### config.mk
export PLATFORM = sky130hd
export DESIGN_NAME = hazard_tracker
export DESIGN_NICKNAME = d
export VERILOG_FILES = /design/src/rtl/hazard_pkg.sv /design/src/rtl/fwd_select.sv /design/src/rtl/hazard_tracker.sv
export SDC_FILE = /design/constraint.sdc
export NUM_CORES = 1
export LEC_CHECK = 0
export CAP_MARGIN = 20
export CORE_UTILIZATION = 52
export CTS_BUF_LIST = sky130_fd_sc_hd__clkbuf_4
export DETAILED_ROUTE_END_ITERATION = 16
export GPL_ROUTABILITY_DRIVEN = 1
export PLACE_DENSITY = 0.82
export SYNTH_ARGS = -nofsm -noshare
export SYNTH_HDL_FRONTEND = slang
export SYNTH_SLANG_ARGS = --single-unit
export TNS_END_PERCENT = 30
### constraint.sdc
create_clock -name clk -period 1.8 [get_ports clk]
set_input_delay 0.18 -clock clk [delete_from_list [all_inputs] [get_ports clk]]
set_output_delay 0.18 -clock clk [all_outputs]
set_load 0.1 [all_outputs]
### src/rtl/hazard_pkg.sv
// Shared encodings and the per-stage instruction tag for the hazard tracker.
package hazard_pkg;

  localparam logic [1:0] FWD_RF  = 2'b00;
  localparam logic [1:0] FWD_MEM = 2'b01;
  localparam logic [1:0] FWD_WB  = 2'b10;

  typedef enum logic {
    ST_RUN  = 1'b0,
    ST_WAIT = 1'b1
  } hz_state_e;

  typedef struct packed {
    logic       valid;
    logic [3:0] rs1;
    logic [3:0] rs2;
    logic       uses_rs1;
    logic       uses_rs2;
    logic [3:0] rd;
    logic       regwrite;
    logic       memread;
    logic       memwrite;
  } stage_tag_t;

  localparam stage_tag_t BUBBLE_TAG = '0;

endpackage

### src/rtl/fwd_select.sv
// Operand forward-source selection for one EX operand; MEM result wins over WB.
module fwd_select
  import hazard_pkg::*;
(
  input  logic       uses_rs,
  input  logic [3:0] rs,
  input  logic       mem_valid,
  input  logic       mem_regwrite,
  input  logic       mem_memread,
  input  logic [3:0] mem_rd,
  input  logic       wb_valid,
  input  logic       wb_regwrite,
  input  logic [3:0] wb_rd,
  output logic [1:0] sel
);

  // A load in MEM has no data yet, so it never forwards from that stage.
  always_comb begin
    sel = FWD_RF;
    if (uses_rs && (rs != 4'd0)) begin
      if (mem_valid && mem_regwrite && !mem_memread && (mem_rd == rs)) begin
        sel = FWD_MEM;
      end else if (wb_valid && wb_regwrite && (wb_rd == rs)) begin
        sel = FWD_WB;
      end
    end
  end

endmodule

### src/rtl/hazard_tracker.sv
// Pipeline hazard tracker: load-use stall, memory-wait freeze, flush and forwarding.
// Optional memory-wait timeout enabled by defining HAZARD_MEM_TIMEOUT_EN.
module hazard_tracker
  import hazard_pkg::*;
(
  input  logic       clk,
  input  logic       reset_n,
  input  logic       id_valid,
  input  logic [3:0] id_rs1,
  input  logic [3:0] id_rs2,
  input  logic       id_uses_rs1,
  input  logic       id_uses_rs2,
  input  logic [3:0] id_rd,
  input  logic       id_regwrite,
  input  logic       id_memread,
  input  logic       id_memwrite,
  input  logic       mem_ready,
  input  logic       flush,
  output logic       stall,
  output logic       bubble,
  output logic       freeze,
  output logic [1:0] fwd_sel0,
  output logic [1:0] fwd_sel1,
  output logic [3:0] mem_rd,
  output logic [3:0] wb_rd,
  output logic       wb_we,
  output logic       state,
  output logic       mem_timeout
);

  stage_tag_t ex_q, ex_d, mem_q, mem_d, wb_q, wb_d, id_tag;
  logic       pend_flush_q, pend_flush_d;
  logic       wait_cond, load_use, flush_eff, timeout_hit;
  hz_state_e  state_cur;
  logic       unused_wb_bits;

  always_comb begin
    id_tag.valid    = id_valid;
    id_tag.rs1      = id_rs1;
    id_tag.rs2      = id_rs2;
    id_tag.uses_rs1 = id_uses_rs1;
    id_tag.uses_rs2 = id_uses_rs2;
    id_tag.rd       = id_rd;
    id_tag.regwrite = id_regwrite;
    id_tag.memread  = id_memread;
    id_tag.memwrite = id_memwrite;
  end

  always_comb begin
    wait_cond = mem_q.valid && (mem_q.memread || mem_q.memwrite) && !mem_ready;
    load_use  = ex_q.valid && ex_q.memread && ex_q.regwrite && (ex_q.rd != 4'd0) && id_valid &&
                ((id_uses_rs1 && (id_rs1 == ex_q.rd)) || (id_uses_rs2 && (id_rs2 == ex_q.rd)));
    flush_eff = flush || pend_flush_q;
    state_cur = wait_cond ? ST_WAIT : ST_RUN;
  end

  // A flush replaces the load-use stall: the dependent instruction is discarded anyway.
  assign freeze = wait_cond;
  assign stall  = wait_cond || (load_use && !flush_eff);
  assign bubble = reset_n && !wait_cond && (load_use || flush_eff);
  assign state  = state_cur;
  assign mem_rd = mem_q.rd;
  assign wb_rd  = wb_q.rd;
  assign wb_we  = wb_q.valid && wb_q.regwrite && (wb_q.rd != 4'd0);

  assign unused_wb_bits = ^{wb_q.rs1, wb_q.rs2, wb_q.uses_rs1, wb_q.uses_rs2,
                            wb_q.memread, wb_q.memwrite};

  always_comb begin
    ex_d         = ex_q;
    mem_d        = mem_q;
    wb_d         = wb_q;
    pend_flush_d = pend_flush_q;
    if (wait_cond) begin
      // Clearing WB.valid keeps the held WB tag from writing back a second time.
      wb_d.valid = 1'b0;
      if (flush) pend_flush_d = 1'b1;
      if (timeout_hit) mem_d = BUBBLE_TAG;
    end else begin
      wb_d         = mem_q;
      mem_d        = ex_q;
      pend_flush_d = 1'b0;
      if (flush_eff || load_use || !id_valid) begin
        ex_d = BUBBLE_TAG;
      end else begin
        ex_d = id_tag;
      end
    end
  end

  always_ff @(posedge clk or negedge reset_n) begin
    if (!reset_n) begin
      ex_q         <= BUBBLE_TAG;
      mem_q        <= BUBBLE_TAG;
      wb_q         <= BUBBLE_TAG;
      pend_flush_q <= 1'b0;
    end else begin
      ex_q         <= ex_d;
      mem_q        <= mem_d;
      wb_q         <= wb_d;
      pend_flush_q <= pend_flush_d;
    end
  end

`ifdef HAZARD_MEM_TIMEOUT_EN
  logic [7:0] wait_cnt_q, wait_cnt_d;
  logic       mem_timeout_q, mem_timeout_d;

  // The 255th consecutive wait cycle gives up on the access and drops it from MEM.
  always_comb begin
    timeout_hit   = wait_cond && (wait_cnt_q == 8'd254);
    wait_cnt_d    = (wait_cond && !timeout_hit) ? (wait_cnt_q + 8'd1) : 8'd0;
    mem_timeout_d = mem_timeout_q || timeout_hit;
  end

  always_ff @(posedge clk or negedge reset_n) begin
    if (!reset_n) begin
      wait_cnt_q    <= 8'd0;
      mem_timeout_q <= 1'b0;
    end else begin
      wait_cnt_q    <= wait_cnt_d;
      mem_timeout_q <= mem_timeout_d;
    end
  end

  assign mem_timeout = mem_timeout_q;
`else
  assign timeout_hit = 1'b0;
  assign mem_timeout = 1'b0;
`endif

  fwd_select u_fwd_a (
    .uses_rs      (ex_q.uses_rs1),
    .rs           (ex_q.rs1),
    .mem_valid    (mem_q.valid),
    .mem_regwrite (mem_q.regwrite),
    .mem_memread  (mem_q.memread),
    .mem_rd       (mem_q.rd),
    .wb_valid     (wb_q.valid),
    .wb_regwrite  (wb_q.regwrite),
    .wb_rd        (wb_q.rd),
    .sel          (fwd_sel0)
  );

  fwd_select u_fwd_b (
    .uses_rs      (ex_q.uses_rs2),
    .rs           (ex_q.rs2),
    .mem_valid    (mem_q.valid),
    .mem_regwrite (mem_q.regwrite),
    .mem_memread  (mem_q.memread),
    .mem_rd       (mem_q.rd),
    .wb_valid     (wb_q.valid),
    .wb_regwrite  (wb_q.regwrite),
    .wb_rd        (wb_q.rd),
    .sel          (fwd_sel1)
  );

endmodule

==> out/qor.csv <==
metric,value,unit
status,finished with violations,
violations,setup timing,
drt-wirelength-per-cell,15.11,um
cts_buffer_depth,2,
drtPass1Iterations,4,
gp_congestion,0.9431,
yosysWarningCount,0,
io_buffers,38,
grt_antenna_before_repair,0,
hold_viol_final,0,
cts_buffers,5,
core-area,3128,sq um
clock.fmax,0.4562,GHz
area_growth,43.69,%
vias_per_cell,5.557,
tritoncts,yes,
whs,0.3639,ns
dp_cells,279,
fin_util,0.8012,
nets,266,
die_h,59.92,um
crit_type,register to primary output,
rows,20,
ios,40,
ir_drop,0.0004789,V
synth_top_cell_area_share,0.4735,
ant_nets,0,
grt_pass1_wl,6996,um
worstSkewPairLatency,0.34,ns
die_w,59.92,um
cts_sinks,33,
first_iter_violations,78,
grt_max_degree,34,
dp_worst_setup_slack,-0.03247,ns
final-instance-count-excl-fill,289,
synthCells,198,
p_total,1626,uW
postLayoutSetupSlackWorst,-0.3919,ns
layout-drive-gt1-share,0.2653,
p_leak,0.001118,uW
end_kind,primary output,
min_period,2.192,ns
routed_wl,4368,um
synth_nets,220,
ys_ff_latch,33,
worst_ep_required_time,1.62,ns
hold_path.class,primary input to async pin,
n_antenna_cell,0,
drcViolationCount,0,
synthFlopType,dfrtp_1,
syn_avg_cell_area,8.809,sq um
overflow,0,
synth-seq-area-share,0.4735,
ctsHtreeMaxLevel,2,
layout_common_cells,"nand2_1, dfrtp_1, buf_4, nand4_1, clkdlybuf4s50_1",
synthArstFlopShare,1.000,
p_per_area,648.8,nW/um^2
hold_buffers,0,
min_period_over_period,1.218,
final_common_cell,nand2_1,
initial_core_util,0.5576,
setup_viol,6,
root_buffer,clkbuf_4,
clkSlewWorstSetupHoldPaths,0.10,ns
synthTopCellsByArea,"dfrtp_1, nand2_1, xnor2_1",
cp_max_fo,3,
synth_edf_count,0,
yosysTopAreaCell,dfrtp_1,
slew_violations,0,
worst_ep_arrival_time,2.01,ns
rsz0062_at_grt,true,
synth_area,1744,sq um
dp_hpwl,3268,um
final.fill_count,200,
vias,1606,
grt_pass1_vias,1545,
crit_path_start_kind,register,
ys_types,26,
clock_skew,0.006242,ns
grt_util_all_layers,0.2738,
dieArea,3590,sq um
drv_cap,0,
==> flip-flops by register name (all words and copies together), names as in the netlist <==
signal / count
pend_flush_q: 1
ex_q: 18
wb_q: 2
mem_q: 4
wb_rd: 4
mem_rd: 4
==> worst paths after layout <==
kind	startpoint	to	cells after the start	slack, ns
setup / recovery	ex_q[3]	bubble	5	-0.39
hold / removal	reset_n	wb_rd[3]	2	0.36
setup reg to reg	ex_q[3]	ex_q[16]	6	0.03
hold reg to reg	wb_q[2]	wb_q[2]	2	0.48
max in group asynchronous	reset_n	wb_rd[2]	2	1.12
min in group clk	id_rd[1]	ex_q[4]	3	0.42
==> critical path: stages (launching register included) <==
cell	delay [ns]
dfrtp_1	0.40
or4_4	0.54
nand4_1	0.13
o22ai_2	0.10
o311a_1	0.34
buf_12	0.18
==> Yosys cell counts, drive strengths merged (2+ instances only) <==
cell and number:
xnor2 16, clkbuf 10, inv 2, dfrtp 33, nand2 55, o41ai 2, buf 8, nand4 21
nor2 3, o21ai 20, nor4 3, nor3 4, xor2 8, nand3 3
==> final cells by class <==
type	count	area, sq um	area share
clock buffer	6	45.04	0.01797
clock inverter	2	10.01	0.003994
inverter	2	7.507	0.002996
multi-input combinational	145	897.1	0.3580
sequential	33	844.6	0.3370
tap	44	55.05	0.02197
timing repair buffer	57	646.9	0.2581
==> layer usage <==
metal,vias up,global-route usage,routed length [um]
li1,761,-,-
met1,761,0.3059,1768
met2,72,0.4810,2263
met3,12,0.07576,244
met4,0,0.1262,92
met5,-,0,0
==> metrics by stage <==
step	TNS, ns	area (sq um)
finish	-1.202	2506
detailed placement	-0.03247	2387
global route	-1.864	2506
floorplan	-1.532	1804
CTS	-1.245	2474
global placement	0	2387
==> report_power, final <==
group | internal [uW] | switching, uW | total [uW]
clock network | 164 | 252 | 415
registers | 780 | 47.8 | 828
logic | 154 | 228 | 382
total | 1100 | 528 | 1630
==> what timing repair did <==
item                       4_1_cts  5_1_grt
gates resized for setup          4       11
setup buffers                    2        0
setup endpoints to repair        7       11
pin swaps                        3        1
==> logic make-up after synthesis <==
logic type / after synthesis / share of synthesized area
other cells: 1 / 0.002150
buf+inv: 20 / 0.06097
compound gates: 26 / 0.08896
xor+xnor: 24 / 0.1205
flops: 33 / 0.4735
simple gates: 94 / 0.2540
Note: power is estimated with default switching activity, not from simulation.
